## src/rtl/hazard_pkg.sv

```systemverilog
// Shared types and sizing for the hazard scoreboard: pipeline slot record and bubble constant.
package hazard_pkg;

  localparam int REG_ADDR_W = 5;
  localparam int NUM_REGS   = 32;

  typedef logic [REG_ADDR_W-1:0] reg_addr_t;

  typedef struct packed {
    logic      valid;
    reg_addr_t rd;
    logic      wr;
    logic      is_load;
  } slot_t;

  localparam slot_t SLOT_BUBBLE = '{valid: 1'b0, rd: '0, wr: 1'b0, is_load: 1'b0};

  // x0 is hardwired zero, so a write to it never produces a tracked result.
  function automatic logic tracks_write(logic rd_write, reg_addr_t rd);
    return rd_write && (rd != '0);
  endfunction

endpackage

```

## src/rtl/hazard_scoreboard_if.sv

```systemverilog
// ID-side request, pipeline control and forwarding qualifiers of the hazard scoreboard.
// Perf counter outputs exist only when HAZARD_PERF_EN is defined.
interface hazard_scoreboard_if;
  import hazard_pkg::*;

  logic      id_valid;
  reg_addr_t id_rs1_addr;
  reg_addr_t id_rs2_addr;
  logic      id_rs1_used;
  logic      id_rs2_used;
  reg_addr_t id_rd_addr;
  logic      id_rd_write;
  logic      id_is_load;
  logic      flush;
  logic      mem_wait;

  logic      stall_id;
  logic      bubble_exe;
  logic      exe_mem_fwd_write;
  reg_addr_t exe_mem_rd_addr;
  logic      mem_wb_fwd_write;
  reg_addr_t mem_wb_rd_addr;
`ifdef HAZARD_PERF_EN
  logic [31:0] perf_load_use_cnt;
  logic [31:0] perf_mem_wait_cnt;
`endif

  modport master (
    output id_valid, id_rs1_addr, id_rs2_addr, id_rs1_used, id_rs2_used,
           id_rd_addr, id_rd_write, id_is_load, flush, mem_wait,
    input  stall_id, bubble_exe, exe_mem_fwd_write, exe_mem_rd_addr,
           mem_wb_fwd_write, mem_wb_rd_addr
`ifdef HAZARD_PERF_EN
    , input perf_load_use_cnt, perf_mem_wait_cnt
`endif
  );

  modport slave (
    input  id_valid, id_rs1_addr, id_rs2_addr, id_rs1_used, id_rs2_used,
           id_rd_addr, id_rd_write, id_is_load, flush, mem_wait,
    output stall_id, bubble_exe, exe_mem_fwd_write, exe_mem_rd_addr,
           mem_wb_fwd_write, mem_wb_rd_addr
`ifdef HAZARD_PERF_EN
    , output perf_load_use_cnt, perf_mem_wait_cnt
`endif
  );

endinterface

```

## src/rtl/hazard_perf_counter.sv

```systemverilog
// Saturating 32-bit event counter with enable; sticks at all-ones.
module hazard_perf_counter (
  input  logic        clk,
  input  logic        rst,
  input  logic        en,
  output logic [31:0] count
);

  logic [31:0] count_reg;

  always_ff @(posedge clk or posedge rst) begin
    if (rst) begin
      count_reg <= '0;
    end else if (en && (count_reg != '1)) begin
      count_reg <= count_reg + 32'd1;
    end
  end

  assign count = count_reg;

endmodule

```

## src/rtl/hazard_scoreboard.sv

```systemverilog
// Tracks rd state of the EXE/MEM/WB slots, drives forward qualifiers and resolves load-use stalls.
// Optional perf counters are built when HAZARD_PERF_EN is defined.
module hazard_scoreboard
  import hazard_pkg::*;
(
  input  logic                clk,
  input  logic                rst,
  hazard_scoreboard_if.slave  bus
);

  slot_t exe_slot_reg;
  slot_t mem_slot_reg;
  slot_t wb_slot_reg;
  slot_t exe_slot_next;
  slot_t id_slot;
  logic  rs1_hit;
  logic  rs2_hit;
  logic  load_use;

  assign id_slot = '{valid:   1'b1,
                     rd:      bus.id_rd_addr,
                     wr:      tracks_write(bus.id_rd_write, bus.id_rd_addr),
                     is_load: bus.id_is_load};

  assign rs1_hit  = bus.id_rs1_used && (bus.id_rs1_addr == exe_slot_reg.rd);
  assign rs2_hit  = bus.id_rs2_used && (bus.id_rs2_addr == exe_slot_reg.rd);
  assign load_use = bus.id_valid && exe_slot_reg.valid && exe_slot_reg.is_load &&
                    exe_slot_reg.wr && (rs1_hit || rs2_hit);

  assign bus.stall_id   = bus.mem_wait || (load_use && !bus.flush);
  assign bus.bubble_exe = load_use && !bus.mem_wait && !bus.flush;

  always_comb begin
    exe_slot_next = SLOT_BUBBLE;
    if (bus.id_valid && !bus.flush && !load_use) begin
      exe_slot_next = id_slot;
    end
  end

  // mem_wait freezes every slot; flush and load_use only matter when the pipe advances.
  always_ff @(posedge clk or posedge rst) begin
    if (rst) begin
      exe_slot_reg <= SLOT_BUBBLE;
      mem_slot_reg <= SLOT_BUBBLE;
      wb_slot_reg  <= SLOT_BUBBLE;
    end else if (!bus.mem_wait) begin
      wb_slot_reg  <= mem_slot_reg;
      mem_slot_reg <= exe_slot_reg;
      exe_slot_reg <= exe_slot_next;
    end
  end

  // Load data is not available until after MEM, so a load in EXE/MEM never forwards.
  assign bus.exe_mem_fwd_write = mem_slot_reg.valid && mem_slot_reg.wr && !mem_slot_reg.is_load;
  assign bus.exe_mem_rd_addr   = mem_slot_reg.rd;
  assign bus.mem_wb_fwd_write  = wb_slot_reg.valid && wb_slot_reg.wr;
  assign bus.mem_wb_rd_addr    = wb_slot_reg.rd;

`ifdef HAZARD_PERF_EN
  logic [1:0]  perf_en;
  logic [31:0] perf_cnt [2];

  assign perf_en[0] = bus.bubble_exe;
  assign perf_en[1] = bus.mem_wait;

  for (genvar gi = 0; gi < 2; gi++) begin : g_perf
    hazard_perf_counter u_cnt (
      .clk   (clk),
      .rst   (rst),
      .en    (perf_en[gi]),
      .count (perf_cnt[gi])
    );
  end

  assign bus.perf_load_use_cnt = perf_cnt[0];
  assign bus.perf_mem_wait_cnt = perf_cnt[1];
`endif

endmodule

```

## src/flat_wrapper.sv

```systemverilog
// flat-port wrapper written by rule: the top's interface ports become plain ports
module hazard_scoreboard_flat import hazard_pkg::*;
  (clk, rst, bus_id_valid, bus_id_rs1_addr, bus_id_rs2_addr, bus_id_rs1_used, bus_id_rs2_used, bus_id_rd_addr, bus_id_rd_write, bus_id_is_load, bus_flush, bus_mem_wait, bus_stall_id, bus_bubble_exe, bus_exe_mem_fwd_write, bus_exe_mem_rd_addr, bus_mem_wb_fwd_write, bus_mem_wb_rd_addr);
  hazard_scoreboard_if bus_i ();
  input  logic clk;
  input  logic rst;
  input wire logic [$bits(bus_i.id_valid)-1:0] bus_id_valid;
  input wire logic [$bits(bus_i.id_rs1_addr)-1:0] bus_id_rs1_addr;
  input wire logic [$bits(bus_i.id_rs2_addr)-1:0] bus_id_rs2_addr;
  input wire logic [$bits(bus_i.id_rs1_used)-1:0] bus_id_rs1_used;
  input wire logic [$bits(bus_i.id_rs2_used)-1:0] bus_id_rs2_used;
  input wire logic [$bits(bus_i.id_rd_addr)-1:0] bus_id_rd_addr;
  input wire logic [$bits(bus_i.id_rd_write)-1:0] bus_id_rd_write;
  input wire logic [$bits(bus_i.id_is_load)-1:0] bus_id_is_load;
  input wire logic [$bits(bus_i.flush)-1:0] bus_flush;
  input wire logic [$bits(bus_i.mem_wait)-1:0] bus_mem_wait;
  output wire logic [$bits(bus_i.stall_id)-1:0] bus_stall_id;
  output wire logic [$bits(bus_i.bubble_exe)-1:0] bus_bubble_exe;
  output wire logic [$bits(bus_i.exe_mem_fwd_write)-1:0] bus_exe_mem_fwd_write;
  output wire logic [$bits(bus_i.exe_mem_rd_addr)-1:0] bus_exe_mem_rd_addr;
  output wire logic [$bits(bus_i.mem_wb_fwd_write)-1:0] bus_mem_wb_fwd_write;
  output wire logic [$bits(bus_i.mem_wb_rd_addr)-1:0] bus_mem_wb_rd_addr;
  assign bus_i.id_valid = bus_id_valid;
  assign bus_i.id_rs1_addr = bus_id_rs1_addr;
  assign bus_i.id_rs2_addr = bus_id_rs2_addr;
  assign bus_i.id_rs1_used = bus_id_rs1_used;
  assign bus_i.id_rs2_used = bus_id_rs2_used;
  assign bus_i.id_rd_addr = bus_id_rd_addr;
  assign bus_i.id_rd_write = bus_id_rd_write;
  assign bus_i.id_is_load = bus_id_is_load;
  assign bus_i.flush = bus_flush;
  assign bus_i.mem_wait = bus_mem_wait;
  assign bus_stall_id = bus_i.stall_id;
  assign bus_bubble_exe = bus_i.bubble_exe;
  assign bus_exe_mem_fwd_write = bus_i.exe_mem_fwd_write;
  assign bus_exe_mem_rd_addr = bus_i.exe_mem_rd_addr;
  assign bus_mem_wb_fwd_write = bus_i.mem_wb_fwd_write;
  assign bus_mem_wb_rd_addr = bus_i.mem_wb_rd_addr;
  hazard_scoreboard u_core (.clk(clk), .rst(rst), .bus(bus_i));
endmodule
```

## config.mk

```make
export PLATFORM = sky130hd
export DESIGN_NAME = hazard_scoreboard_flat
export DESIGN_NICKNAME = d
export VERILOG_FILES = /design/src/rtl/hazard_pkg.sv /design/src/rtl/hazard_scoreboard_if.sv /design/src/rtl/hazard_perf_counter.sv /design/src/rtl/hazard_scoreboard.sv /design/src/flat_wrapper.sv
export SDC_FILE = /design/constraint.sdc
export NUM_CORES = 1
export LEC_CHECK = 0
export CAP_MARGIN = 25
export CORE_AREA = 3 3 53 55
export DETAILED_ROUTE_END_ITERATION = 12
export DIE_AREA = 0 0 56 58
export GPL_ROUTABILITY_DRIVEN = 0
export PLACE_DENSITY = 0.88
export SETUP_SLACK_MARGIN = 0.5
export SYNTH_ARGS = -nofsm -noshare
export SYNTH_HDL_FRONTEND = slang
export SYNTH_HIERARCHICAL = 1
export SYNTH_SLANG_ARGS = --single-unit
```

## constraint.sdc

```tcl
create_clock -name clk -period 3.2 [get_ports clk]
set_clock_uncertainty 0.2 [all_clocks]
set_input_delay 0.96 -clock clk [delete_from_list [all_inputs] [get_ports clk]]
set_output_delay 0.96 -clock clk [all_outputs]
set_load 0.01 [all_outputs]
```

# == Yosys cells after proc, flatten, opt, wreduce, memory -nomap -nowiden ==
# Cells that the tools add are included.
# op_classes
n_eq_ne,2
muxes,1
reduce_logical,22
# op_table
cell,count
$logic_and A1 B1 Y1,15
$eq A5 B5 Y1,2
$mux W8,1
$reduce_bool A5 Y1,1
$logic_not A1 Y1,4
$logic_or A1 B1 Y1,2
# totals
reg_bits,23
input_bits,24
output_inout_bits,14
wordCells,36

# == Depth between registers and ports, before layout ==
# logic_depth
word_depth,7
mapped_depth,5
depth_no_buf,5

# == Least setup slack after synthesis ==
# OpenSTA, ideal clock, no wires.
# synth_path
path_type,input to output
start,input bus_id_rs1_addr[4]
end,output bus_bubble_exe
arrival_time_ns,1.845
required_ns,2.040
path_slack_ns,0.195
cell_stages,5
path_cell_list,xnor2_1 nand4_1 nor4_1 nor2_1 nor3_1
# synth_via
elab_chain_len,6
# synth_lines
item,line_no,source
from (decl),flat_wrapper.sv:8,input wire logic [$bits(bus_i.id_rs1_addr)-1:0] bus_id_rs1_addr;
$eq A5 B5 Y1,hazard_scoreboard.sv:25,assign rs1_hit = bus.id_rs1_used && (bus.id_rs1_addr == exe_slot_reg.rd);
$logic_and A1 B1 Y1,hazard_scoreboard.sv:25,
$logic_or A1 B1 Y1,hazard_scoreboard.sv:28,exe_slot_reg.wr && (rs1_hit || rs2_hit);
$logic_and A1 B1 Y1,hazard_scoreboard.sv:28,
$logic_and A1 B1 Y1 (2 in a row),hazard_scoreboard.sv:31,assign bus.bubble_exe = load_use && !bus.mem_wait && !bus.flush;
to (decl),flat_wrapper.sv:18,output wire logic [$bits(bus_i.bubble_exe)-1:0] bus_bubble_exe;
# No other way between the ends.

# == Final worst setup path ==
# layout_path
start,input bus_id_valid
end,output bus_stall_id
# layout_via
elab_chain_len,6
# layout_lines
item,line_no,source
from (decl),flat_wrapper.sv:7,input wire logic [$bits(bus_i.id_valid)-1:0] bus_id_valid;
$logic_and A1 B1 Y1 (3 in a row),hazard_scoreboard.sv:27,assign load_use = bus.id_valid && exe_slot_reg.valid && exe_slot_reg.is_load &&
$logic_and A1 B1 Y1,hazard_scoreboard.sv:28,
$logic_and A1 B1 Y1,hazard_scoreboard.sv:30,assign bus.stall_id = bus.mem_wait || (load_use && !bus.flush);
$logic_or A1 B1 Y1,hazard_scoreboard.sv:30,
to (decl),flat_wrapper.sv:17,output wire logic [$bits(bus_i.stall_id)-1:0] bus_stall_id;
# No other way between the ends.

==> results.toml <==
[worst_hold_path]
hp-class = "reg -> reg"
whs_endpoint = "u_core/bus.mem_wb_rd_addr[1]"
min_from = "u_core/bus.mem_wb_rd_addr[1]"
hold_depth = 1

[cts]
cts_sinks = 23
clk_pin_slew_ps = 110
clock_latency_ps = 300
cts-htree-levels = 1
cts_buffers = 3
cts-root-buf = "clkbuf_4"
cts-hold-fix-buffers = 0
cts_tree = "built"
cts_max_path_buffers = 2

[final_layout]
multi_input_area_um2 = 501.7
fin_cells = 150
n_antenna_cell = 0
finalInstanceArea_um2 = 1536
largest_reg_flops = 8
synthToLayoutAreaGrowth_pct = 41.47
seqCellArea_um2 = 575.6
nFillCells = 205
drive_above_1_share_pct = 37.50
num-nets-final = 145

[timing]
period_minus_slack_ps = 3142
worst_pin_slew_ps = 862.2
final_max_slew_viol_count = 0
final.period_utilization_pct = 98.19
finalSetupViolations = 0
max_freq_ghz = 0.3182
grt_setup_unrepaired = "true"
final_hold_viol_count = 0
slew_headroom_pct = 42.45

[synthesis]
yosysTopAreaCell = "dfrtp_1"
yosys-top-cells-count = "23 x dfrtp_1, 15 x mux2_2, 10 x buf_4"
synth.most_common_cell = "dfrtp_1"
async_flop_share_pct = 100.0
yosys_register_bits = 23
yosysUniqueCellTypes = 19
synth_top_area_share_pct = 53.00
syn-num-nets = 111
yosys_most_used_dff = "dfrtp_1"
synth_area_leaders = "dfrtp_1 53%, mux2_2 16%, buf_4 6.9%"
synth-edff-count = 0
ys_seq_area_share_pct = 53.00
avgSynthCellArea_um2 = 12.48
synth_warnings = 6
syn_inst = 87
syn_area_um2 = 1086

[critical_path]
critPathMaxStageDelay_ps = 390
timing.rr.start = "u_core/exe_slot_reg[2]"
path_cells = "buf_6, nand4_1, nor4_4, nor2_2, o21bai_1, buf_2"
critPathSlowestCell = "nor4_4"
crit_path_max_fanout = 2
crit_arrival_ps = 1980
path_buf_inv = 2
rr_worst_depth = 7
startpoint_type = "primary input"
crit_family = "simple AND/OR/NAND/NOR gates"
criticalPathCategory = "in -> out"
reg2reg_to = "u_core/exe_slot_reg[1]"
cp-end-kind = "output port"
crit_required_ps = 2040
rrSetupSlack_ps = 1170

[pwr]
leakagePower_nw = 0.7079
vdd_drop_max_mv = 0.1919
p_per_area_nw_per_um2 = 379.0

[global_route]
grt_use_total_pct = 15.44
grt_pass1_vias = 850
grt_overflow_total = 0
antenna_found_initial = 0
grt_pass1_wl_um = 3919
grt_max_degree = 25

[place]
hpwl_um = 1739
dp.cells = 145
dpl_cell_area_um2 = 1454
io_buffers = 37

[floorplanning]
start_util_pct = 44.65
core.rowCount = 18
die_w_um = 56
ios = 38
coreArea_um2 = 2432
dieArea_um2 = 3248
fp.dieH_um = 58

[drt]
dr.pass1.iters = 2
via_per_inst = 5.020
route.detailed.drc = 0
initialDrtViolationCount = 5
ant_nets = 0
drt-total-wl_um = 2278
wl_per_cell_um = 15.19
vias = 753

[run]
maxCapViolations = 0

[run_status]
status = "completed"
## cells by family after synthesis
| kind of cell | Yosys count | synth area share (%) |
|---|---|---|
| AND/OR/NAND/NOR | 16 | 7.719 |
| XOR/XNOR | 10 | 8.064 |
| multiplexers | 15 | 15.55 |
| buffers and inverters | 14 | 8.409 |
| flip-flops | 23 | 53.00 |
| AO/OA/AOI/OAI | 9 | 7.258 |
## layout by cell type, fill, tap and decap left out, types with 5 or more instances in the layout
cell type        Yosys  layout
buf_4               10       5
a22o_1               6       6
mux2_2              15      15
dfrtp_1             23      23
buf_6                0       6
clkdlybuf4s50_1      0      22
## area by class of cell
cell class	instances	area share, %
flip-flops and latches	23	37.46
inverters	1	0.2443
repair buffers	42	25.49
clock buffers	4	1.710
multi-input cells	50	32.65
well taps	30	2.443
## worst register-to-register path: cells and delay by family (launching register included)
family / cells / cell delay (ps)
and+or+nand+nor: 3 / 640
xor gates and xnor gates: 1 / 170
AOI/OAI and AO/OA: 1 / 240
DFF: 1 / 490
buffers and inverters: 2 / 260
## per-stage QoR
step | TNS [ps] | hold slack (ps) | util [%] | worst slack [ps] | power, mW
2_1_floorplan | 0 | 270.6 | - | 281.1 | 0.4003
3_3_place_gp | -1344 | 280.8 | 59.77 | -679.4 | 0.4498
3_5_place_dp | -1500 | 299.1 | 59.77 | -757.5 | 0.4551
4_1_cts | -139.1 | 326.5 | 61.37 | -88.97 | 0.5788
5_1_grt | -105.1 | 335.9 | 63.17 | -66.55 | 0.6133
6_report | 0 | 323.1 | 63.17 | 57.79 | 0.5823
## layer usage
metal	GRT usage, %	routed length (um)
met5	0	0
met4	5.085	37
met2	28.71	1187
met1	18.04	901
met3	2.673	151
## report_power, final
group | leakage (nW) | total [mW] | switching [mW] | internal [mW]
Combinational | 0.384 | 0.122 | 0.0466 | 0.0757
Clock | 0.0150 | 0.128 | 0.0796 | 0.0484
Sequential | 0.309 | 0.332 | 0.0187 | 0.313
Total | 0.708 | 0.582 | 0.145 | 0.437
## how the worst max path moves through the flow
stage / from / end / slack [ps] / depth (start not counted)
after floorplan: bus_id_valid / bus_stall_id / 280 / 4
after global placement: bus_id_valid / bus_stall_id / -680 / 6
after detailed placement: bus_id_valid / bus_stall_id / -760 / 6
after CTS: bus_id_rs2_addr[2] / bus_stall_id / -90 / 7
after global routing: bus_id_valid / bus_stall_id / -70 / 6
final: bus_id_valid / bus_stall_id / 60 / 6
## what timing repair did
item	CTS	global route
gates resized for setup	47	13
pin swaps	13	4
gates cloned	0	0
buffers inserted	1	0
endpoints found under the setup margin	2	2
No activity file was read; power rests on OpenSTA's default activity.
